File: src/rtl/sel_ctrl.sv
// sel_ctrl: two debounced push-buttons steering a 2-bit operand loader.
//   btnSel toggles the mux select between operand registers a and b.
//   btnLoad captures sw into whichever register the select points at.
// Optional feature macro: SEL_CTRL_LOAD_CNT_EN enables the saturating
// loadCount; without it loadCount is tied to 8'd0.
//
// state | meaning
// SEL_A | control=0, loads write a
// SEL_B | control=1, loads write b

// Per-button synchronizer, debouncer and rising-edge event generator.
module sel_ctrl_debounce #(
    parameter int unsigned DEBOUNCE_CYCLES = 4
) (
    input  logic clk,
    input  logic reset,
    input  logic i_raw,
    output logic o_evt
);

    logic        r_sync1;
    logic        r_sync2;
    logic        r_level;
    logic        r_level_d;
    logic [15:0] r_cnt;
    logic [16:0] w_cnt_next;
    logic        w_hit;

    assign w_cnt_next = {1'b0, r_cnt} + 17'd1;
    assign w_hit      = (w_cnt_next == 17'(DEBOUNCE_CYCLES));

    // Two-flop synchronizer for the asynchronous raw button.
    always_ff @(posedge clk or posedge reset) begin
        if (reset) begin
            r_sync1 <= 1'b0;
            r_sync2 <= 1'b0;
        end else begin
            r_sync1 <= i_raw;
            r_sync2 <= r_sync1;
        end
    end

    // Count consecutive disagreements; flip the level once the run is long enough.
    always_ff @(posedge clk or posedge reset) begin
        if (reset) begin
            r_cnt     <= 16'd0;
            r_level   <= 1'b0;
            r_level_d <= 1'b0;
        end else begin
            r_level_d <= r_level;
            if (r_sync2 == r_level) begin
                r_cnt <= 16'd0;
            end else if (w_hit) begin
                r_level <= ~r_level;
                r_cnt   <= 16'd0;
            end else begin
                r_cnt <= w_cnt_next[15:0];
            end
        end
    end

    // Only a press (rising debounced level) is an event; r_level_d resets low
    // so a button held through reset release still yields exactly one event.
    assign o_evt = r_level & ~r_level_d;

endmodule

module sel_ctrl #(
    parameter int unsigned DEBOUNCE_CYCLES = 4
) (
    input  logic       clk,
    input  logic       reset,
    input  logic       btnSel,
    input  logic       btnLoad,
    input  logic [1:0] sw,
    output logic [1:0] a,
    output logic [1:0] b,
    output logic       control,
    output logic       loadDone,
    output logic [7:0] loadCount
);

    typedef enum logic {
        SEL_A = 1'b0,
        SEL_B = 1'b1
    } state_t;

    state_t     r_state;
    logic [1:0] r_a;
    logic [1:0] r_b;
    logic       r_load_done;
    logic       w_sel_evt;
    logic       w_load_evt;

    sel_ctrl_debounce #(.DEBOUNCE_CYCLES(DEBOUNCE_CYCLES)) u_db_sel (
        .clk   (clk),
        .reset (reset),
        .i_raw (btnSel),
        .o_evt (w_sel_evt)
    );

    sel_ctrl_debounce #(.DEBOUNCE_CYCLES(DEBOUNCE_CYCLES)) u_db_load (
        .clk   (clk),
        .reset (reset),
        .i_raw (btnLoad),
        .o_evt (w_load_evt)
    );

    // Select FSM plus operand registers; a simultaneous load uses the
    // pre-toggle state because both read r_state before this edge updates it.
    always_ff @(posedge clk or posedge reset) begin
        if (reset) begin
            r_state     <= SEL_A;
            r_a         <= 2'b00;
            r_b         <= 2'b00;
            r_load_done <= 1'b0;
        end else begin
            r_load_done <= w_load_evt;
            if (w_load_evt) begin
                if (r_state == SEL_A) begin
                    r_a <= sw;
                end else begin
                    r_b <= sw;
                end
            end
            if (w_sel_evt) begin
                case (r_state)
                    SEL_A:   r_state <= SEL_B;
                    SEL_B:   r_state <= SEL_A;
                    default: r_state <= SEL_A;
                endcase
            end
        end
    end

    assign a        = r_a;
    assign b        = r_b;
    assign control  = (r_state == SEL_B);
    assign loadDone = r_load_done;

`ifdef SEL_CTRL_LOAD_CNT_EN
    logic [7:0] r_load_cnt;

    // Saturating count of load events.
    always_ff @(posedge clk or posedge reset) begin
        if (reset) begin
            r_load_cnt <= 8'd0;
        end else if (w_load_evt && (r_load_cnt != 8'd255)) begin
            r_load_cnt <= r_load_cnt + 8'd1;
        end
    end

    assign loadCount = r_load_cnt;
`else
    assign loadCount = 8'd0;
`endif

endmodule

File: config.mk
export PLATFORM = sky130hd
export DESIGN_NAME = sel_ctrl
export DESIGN_NICKNAME = d
export VERILOG_FILES = /design/src/rtl/sel_ctrl.sv
export SDC_FILE = /design/constraint.sdc
export NUM_CORES = 1
export LEC_CHECK = 0
export CAP_MARGIN = 20
export CORE_ASPECT_RATIO = 0.75
export CORE_MARGIN = 1.5
export CORE_UTILIZATION = 40
export CTS_CLUSTER_DIAMETER = 200
export CTS_CLUSTER_SIZE = 16
export DETAILED_ROUTE_END_ITERATION = 8
export GPL_ROUTABILITY_DRIVEN = 1
export GPL_TIMING_DRIVEN = 1
export SYNTH_ARGS = -nofsm -noshare
export SYNTH_HDL_FRONTEND = slang
export SYNTH_SLANG_ARGS = --single-unit
export TNS_END_PERCENT = 30
File: constraint.sdc
create_clock -name clk -period 5.7 [get_ports clk]
set_input_delay 1.71 -clock clk [delete_from_list [all_inputs] [get_ports clk]]
set_output_delay 1.71 -clock clk [all_outputs]
set_load 0.02 [all_outputs]
* After elaboration in Yosys (flattened, before gate mapping) *
Index checks and enable logic that the tools add are counted.

cells by class
  shift-type cells = 0
  bitwise logic cells = 9
  equal/unequal tests = 4
  divide/modulo/power cells = 0
  muxes and demuxes = 5
  order comparisons = 0
  reduce and logical (&&, ||, !) cells = 4
  add/sub/neg operators = 2
  $mul = 0

operators with widths
  kind                     number
  $mux W16                 4
  $add A16 B1 Y17 const B  2
  $eq A17 B3 Y1 const B    2
  $reduce_and A2 Y1        4
  $not A1 Y1               7
  $and A1 B1 Y1            2
  $eq A1 B1 Y1             2
  $pmux W1 S2              1

word-level totals
  output and inout bits = 14
  logic and storage cells = 38
  bits in latches = 0
  input port bits = 6
  register bits after elaboration = 46
  RAM bits = 0
  memories = 0
  ROM bits = 0

* Logic depth before layout (Yosys ltp) *
Gate-level depths: netlist of the first run.

  depth in word-level cells = 4
  gate-level depth with buffers = 8

* Modules after synthesis *
Synthesis of the first run repeated with hierarchy kept, for this count alone.

second synthesis, totals
  cell total of the unflattened synthesis = 239
  area, all modules = 2556.2 um^2

by module, submodules not included
  module             area an instance (um^2)  cells an instance  times used  seq. area each (um^2)
  sel_ctrl_debounce  1124.8                   108                2           500.5
  sel_ctrl           306.5                    23                 1           150.1

* Worst setup path before layout of the first run *
OpenSTA, ideal clock, no wires.

  path kind = reg2reg
  start point = reg u_db_sel.r_cnt[0]
  end point = reg u_db_sel.r_level
  stages on the path, launching flop included = 9
  setup time = 0.125 ns
  slack = 3.518 ns
  arrival = 2.057 ns
  data required time = 5.575 ns
  cells stage by stage = dfrtp_1 ha_1 buf_2 nand3_1 or4b_1 o21ai_1 nand4_2 nor4_1 mux2_2

on the way
  word-level cells in the longest chain between the ends = 3

RTL lines
  what                         RTL line  RTL
  start, declared              25        logic [15:0] r_cnt;
  start signal, assigned       57        r_cnt <= w_cnt_next[15:0];
  $add A16 B1 Y17              29        assign w_cnt_next = {1'b0, r_cnt} + 17'd1;
  $eq A17 B3 Y1                30        assign w_hit = (w_cnt_next == 17'(DEBOUNCE_CYCLES));
  $reduce_and A2 Y1 (no line)  n/a
  end signal, assigned         54        r_level <= ~r_level;
  end, declared                23        logic r_level;

Every way passes these cells.
A chain may end at the register's enable or synchronous reset.

* Final worst setup path of the first run *
  start point = reg r_state (netlist: control)
  end point = out control

RTL lines
  what                    RTL line  RTL
  start, declared         88        state_t r_state;
  start signal, assigned  113       r_state <= SEL_A;
  start signal, assigned  128       SEL_A: r_state <= SEL_B;
  start signal, assigned  129       SEL_B: r_state <= SEL_A;
  end, declared           78        output logic control,

No word-level cell between the ends.

==> results.md, run 1 <==
* Hold-fix buffers, CTS at 0
* Critical Path, Cell by Cell: clkdlybuf4s50_1
* Critical path type: register to output port
* Fin crit share at 53.1%
* Vias in the first global route at 1,435
* R2r endpoint: u_db_sel.r_level
* Count of unique library cells instantiated by Yosys at 45
* Fin nets at 257
* Critical Path Stages at 1
* Initial antenna violation count at 0
* CORE AREA at 0.00580 mm²
* Clk_lat worst skew at 0.30 ns
* Area grow syn2layout at 11.0%
* RSZ-0062 raised after global routing: no
* HPWL after DPL at 2.98 mm
* CP startpoint: control
* Worst hold path type: register to register
* Post-synth top area cell: dfrtp_1
* Final WL at 4.30 mm
* CP Capture Point: control
* CTS resizes at 0
* CTS tree: built
* Routed WL per cell at 13.1 µm
* Setup bufs post-CTS at 0
* First-pass GRT wire length at 7.29 mm
* Fin Setup TNS at 0 ns
* P_leak at 1.10 nW
* Synthesized area at 0.00240 mm²
* Crit path max fanout at 4
* Final RePlAce weighted congestion at 0.870
* Top cells by area, synth: dfrtp_1, xnor2_1, nor2_1, xor2_1, mux2_2
* Clock transition at path regs at 0.08 ns
* Gr usage total at 14.7%
* Arr. time, crit path at 1.31 ns
* RR Startpoint: u_db_sel.r_cnt[0]
* Inserted Clock Buffers at 5
* CP delay by family, top: buffers and inverters
* Routed Antenna Nets at 0
* Chip width at 92.4 µm
* Top-area cell type share of the netlist area at 48.0%
* Port Buffers at 11
* Pin count of the biggest net entering global routing at 47
* FFs w/ async S/R, synth at 100%
* Drt drc at 0
* Yosys reg bits at 46
* Sequential fraction of the synthesis area at 48.0%
* MaxCap Viol Count at 0
* Setup WS pre-CTS at 2.76 ns
* Placed cells at 319
* Peak VDD IR at 0.138 mV
* Worst Setup End Kind: output port
* Tightest Pin Transition at 0.752 ns
* First-pass detailed-route iteration total at 4
* H-tree lvl count at 2
* Initial detailed-routing violation count at 128
* Critical Path Max Stage Delay at 0.62 ns
* Max-slew violation count at 0
* Post-route minimum period at 3.02 ns
* Die area at 0.00647 mm²
* Outcome: finished, final reports clean
* Power per cell area at 340 mW/mm²
* Syn Area/Cell at 9.91 µm²
* Worst Hold Margin at 0.352 ns
* Synth Warn # at 0
* Worst path buffer plus inverter count at 1
* Cell with the most instances after synthesis: dfrtp_1
* EDFF count, synth at 0
* Initial core utilization at 41.4%
* Leading register cell type out of synthesis: dfrtp_1
* Max clock buf depth at 2
* Worst path required time at 3.99 ns
* DIE HEIGHT at 70.1 µm
* Slew HR at 49.5%
* FF-to-FF setup slack at 3.08 ns
* Clock Skews at 0.00712 ns
* Share of layout cells above drive strength 1 at 10.0%
* Final setup fails at 0
* Slowest CP cell: clkdlybuf4s50_1
* Commonest cells in the synthesized netlist: dfrtp_1, nor2_1, xnor2_1
* Vias per cell at 5.04
* Row count at 24
* Final hold vios at 0
* Fmax at 0.331 GHz
* Root buf cell: clkbuf_8
* Final WS setup at 2.68 ns
* I/O Pins at 20
* Fillers at 568
* GR Overflow Total at 0
* Final Instance Count excl. Fillers at 327
* R2R depth at 7
* CP Launch Type: register
* # clock sinks at 46
* Antenna Cells at 0
* Vias at 1,649
* Syn Inst Count at 242
cell usage in the layout (no fill, tap or decap), types with 2 or more instances in the layout:
cell and instances:
nor2_1 37, conb_1 8, and3_1 4, nand2_1 10, dfrtp_1 46, nand2b_1 2, o21ai_0 8, clkdlybuf4s50_1 11
nor3b_1 2, a31oi_1 2, a21oi_1 4, nand4_1 8, nor2b_1 2, inv_1 5, or3_1 2, nor3_1 5
ha_1 2, mux2_2 7, clkbuf_8 6, and2_1 2, and4_1 3, nor4_1 4, xnor2_1 18, xor2_1 14
nand3_1 15
how the worst min path moves through the flow:
stage | startpoint | to | slack, ns | depth (start not counted)
floorplan | u_db_load.r_sync1 | u_db_load.r_sync2 | 0.33 | 0
global placement | u_db_sel.r_sync1 | u_db_sel.r_sync2 | 0.33 | 0
finish | u_db_load.r_sync1 | u_db_load.r_sync2 | 0.35 | 0
detailed placement | u_db_load.r_sync1 | u_db_load.r_sync2 | 0.33 | 0
global route | u_db_sel.r_sync1 | u_db_sel.r_sync2 | 0.37 | 0
CTS | u_db_load.r_sync1 | u_db_load.r_sync2 | 0.35 | 0
layout make-up:
type | instances | area (µm²) | share of cell area [%]
tap | 78 | 97.6 | 3.67
multi-input combinational | 177 | 1140 | 42.9
sequential | 46 | 1150 | 43.2
clock buffer | 6 | 82.6 | 3.10
inverter | 6 | 22.5 | 0.846
clock inverter | 1 | 30.0 | 1.13
timing repair buffer | 13 | 138 | 5.17
registers in the layout, indices dropped and copies added (netlist names), 2 cells and up:
register         count
a                    2
b                    2
u_db_load.r_cnt     16
u_db_sel.r_cnt      16
power breakdown:
part / total, mW / internal [mW] / leakage (nW) / switching [mW]
logic: 0.239 / 0.110 / 0.433 / 0.130
clock network: 0.246 / 0.140 / 0.0573 / 0.105
registers: 0.421 / 0.379 / 0.609 / 0.0417
total: 0.906 / 0.629 / 1.10 / 0.276
per-stage QoR:
stage / util (%) / area, µm² / total power, mW
final: 45.9 / 2660 / 0.906
after global routing: 45.9 / 2660 / 0.968
after CTS: 45.6 / 2640 / 0.920
after detailed placement: 43.7 / 2530 / 0.670
after global placement: 43.7 / 2530 / 0.664
after floorplan: - / 2420 / 0.582
kinds of logic after synthesis:
kind of cell,Yosys count,share of synthesized area [%]
fa+ha+maj,2,1.04
compound gates,22,6.36
mux,7,3.29
xor+xnor,32,11.7
buf+inv,26,5.53
other cells,1,0.156
flops,46,48.0
simple gates,106,23.9
routing by layer:
metal	up-vias	GRT usage (%)	part of all wire (%)
met5	-	0	0
met4	0	6.67	1.5
met3	5	3.59	2.7
met2	28	17.5	37
met1	787	23.9	59
li1	829	-	-
No activity file was read; power rests on OpenSTA's default activity.
==> run 2: changes to the inputs <==
==> constraint.sdc (replaced) <==
create_clock -name clk -period 2.9 [get_ports clk]
set_input_delay 0.87 -clock clk [delete_from_list [all_inputs] [get_ports clk]]
set_output_delay 0.87 -clock clk [all_outputs]
set_load 0.02 [all_outputs]
==> results.md, run 2 (same netlist as run 1, synthesis figures left out) <==
* Row count at 24 (unchanged)
* Gr usage total at 15.1% (+0.35 points)
* Worst Setup End Kind: register
* Hold-fix buffers, CTS at 0 (unchanged)
* Commonest non-fill, non-tap cell in the layout: dfrtp_1
* Post-route minimum period at 2.45 ns
* HPWL after DPL at 3.05 mm (+2.6%)
* Clock Skews at 0.00408 ns (-0.00304 ns)
* Clk_lat worst skew at 0.30 ns (about the same)
* Tightest Pin Transition at 0.778 ns (+0.0263 ns)
* Routed Antenna Nets at 0 (unchanged)
* Initial core utilization at 41.4% (unchanged)
* Die area at 0.00647 mm² (unchanged)
* R2r endpoint: u_db_sel.r_level
* CP Launch Type: register
* Commonest cells after routing, fill and taps aside: dfrtp_1, nor2_1, xnor2_1, nand3_1, xor2_1
* Area grow syn2layout at 10.4%
* Final setup fails at 0 (unchanged)
* Pin count of the biggest net entering global routing at 47 (unchanged)
* Initial antenna violation count at 0 (unchanged)
* Final WL at 4.29 mm (about the same)
* First-pass detailed-route iteration total at 4 (unchanged)
* R2R depth at 7 (unchanged)
* RR Startpoint: u_db_sel.r_cnt[0]
* CP Capture Point: u_db_sel.r_level
* Routed WL per cell at 13.1 µm (-0.68%)
* Slew HR at 47.7% (-1.8 points)
* Max-slew violation count at 0 (unchanged)
* Fin crit share at 84.3%
* GR Overflow Total at 0 (unchanged)
* Fillers at 546 (-3.9%)
* Worst hold path type: register to register
* Vias per cell at 5.09 (+0.84%)
* FF-to-FF setup slack at 0.45 ns (-2.63 ns)
* I/O Pins at 20 (unchanged)
* Root buf cell: clkbuf_8
* Fin nets at 258 (+0.39%)
* Largest regs: u_db_load.r_cnt: 16 flops, u_db_sel.r_cnt: 16 flops
* Outcome: finished, final reports clean
* Final RePlAce weighted congestion at 0.860 (-1.2%)
* Arr. time, crit path at 2.64 ns (+1.33 ns)
* # clock sinks at 46 (unchanged)
* Worst path required time at 3.09 ns (-0.90 ns)
* Placed cells at 321 (+0.63%)
* Final hold vios at 0 (unchanged)
* Footprint of the multi-input gates at 0.00114 mm² (unchanged)
* Grt met1 use at 22.7% (-1.2 points)
* Met2 usage at 20.3% (+2.8 points)
* P_leak at 1.10 nW (-0.33%)
* Max clock buf depth at 2 (unchanged)
* Initial detailed-routing violation count at 123 (-3.9%)
* RSZ-0062 raised after global routing: no
* CP startpoint: u_db_sel.r_cnt[0]
* Reg area at 0.00115 mm² (unchanged)
* First-pass GRT wire length at 7.62 mm (+4.6%)
* H-tree lvl count at 2 (unchanged)
* MaxCap Viol Count at 0 (unchanged)
* GR peak layer: met1
* Critical path type: register to register
* Setup bufs post-CTS at 0 (unchanged)
* Critical Path, Cell by Cell: ha_1 -> nand3_1 -> or4b_1 -> o21ai_1 -> nand4_2 -> nor4_1 -> mux2_2
* CTS tree: built
* Chip width at 92.4 µm (unchanged)
* Clock transition at path regs at 0.08 ns (about the same)
* Crit path max fanout at 8 (+4)
* Critical Path Max Stage Delay at 0.49 ns (-0.13 ns)
* Met3 GRT Util at 3.70% (+0.11 points)
* Drt drc at 0 (unchanged)
* Fmax at 0.409 GHz
* DIE HEIGHT at 70.1 µm (unchanged)
* Power per cell area at 638 mW/mm² (+88%)
* Final Instance Count excl. Fillers at 329 (+0.61%)
* Peak VDD IR at 0.228 mV (+65%)
* CTS resizes at 0 (unchanged)
* Vias at 1,673 (+1.5%)
* Fin Setup TNS at 0 ns (unchanged)
* Port Buffers at 11 (unchanged)
* Design Power at 1.69 mW (+87%)
* Antenna Cells at 0 (unchanged)
* Share of layout cells above drive strength 1 at 10.4% (+0.32 points)
* CORE AREA at 0.00580 mm² (unchanged)
* Vias in the first global route at 1,537 (+7.1%)
* Slowest CP cell: or4b_1
* Inserted Clock Buffers at 5 (unchanged)
[run 2: cell types whose count changed in the layout (fill, tap and decap cells not counted)]
cell,change
buf_4,+1
bufinv_16,-1
clkbuf_1,+1
clkinv_2,+1
[run 2: how the worst min path moves through the flow]
stage / start / end / slack, ns / depth (start not counted)
2_1_floorplan: u_db_load.r_sync1 / u_db_load.r_sync2 / 0.33 / 0
3_3_place_gp: u_db_sel.r_sync1 / u_db_sel.r_sync2 / 0.34 / 0
3_5_place_dp: u_db_sel.r_sync1 / u_db_sel.r_sync2 / 0.34 / 0
4_1_cts: u_db_sel.r_sync1 / u_db_sel.r_sync2 / 0.36 / 0
5_1_grt: u_db_load.r_sync1 / u_db_load.r_sync2 / 0.37 / 0
6_report: u_db_load.r_sync1 / u_db_load.r_sync2 / 0.35 / 0
[run 2: metal layers]
metal | vias to the layer above | share of wire, %
li1 | 835 | -
met1 | 796 | 55
met5 | - | 0
met2 | 34 | 39
met4 | 0 | 1.8
met3 | 8 | 4.3
[run 2: layout make-up]
cell class / count / area share [%]
clock buffers: 7 / 3.26
clock inverters: 1 / 0.189
inverters: 6 / 0.850
multi-input cells: 177 / 43.1
flip-flops and latches: 46 / 43.5
well taps: 78 / 3.68
repair buffers: 14 / 5.48
[run 2: where the power goes]
group | switching, mW | internal, mW | total [mW]
Clock | 0.205 | 0.192 | 0.397
Combinational | 0.250 | 0.216 | 0.466
Sequential | 0.0815 | 0.746 | 0.827
Total | 0.537 | 1.15 | 1.69
[run 2: critical path, delay by kind of cell (launching register included)]
kind	cells	cell delay, ns
multiplexers	1	0.37
AND/OR/NAND/NOR	4	1.06
AO/OA/AOI/OAI	1	0.15
flip-flops	1	0.41
adder cells (fa/ha/maj)	1	0.34
[run 2: metrics by stage]
step           setup slack (ns)  util, %  instance area (µm²)  hold slack [ns]
4_1_cts                   0.454     45.7                 2650            0.358
3_5_place_dp              0.474     44.1                 2560            0.338
6_report                  0.454     45.7                 2650            0.354
3_3_place_gp              0.530     44.1                 2560            0.339
2_1_floorplan             0.718        -                 2420            0.331
5_1_grt                   0.228     45.7                 2650            0.369
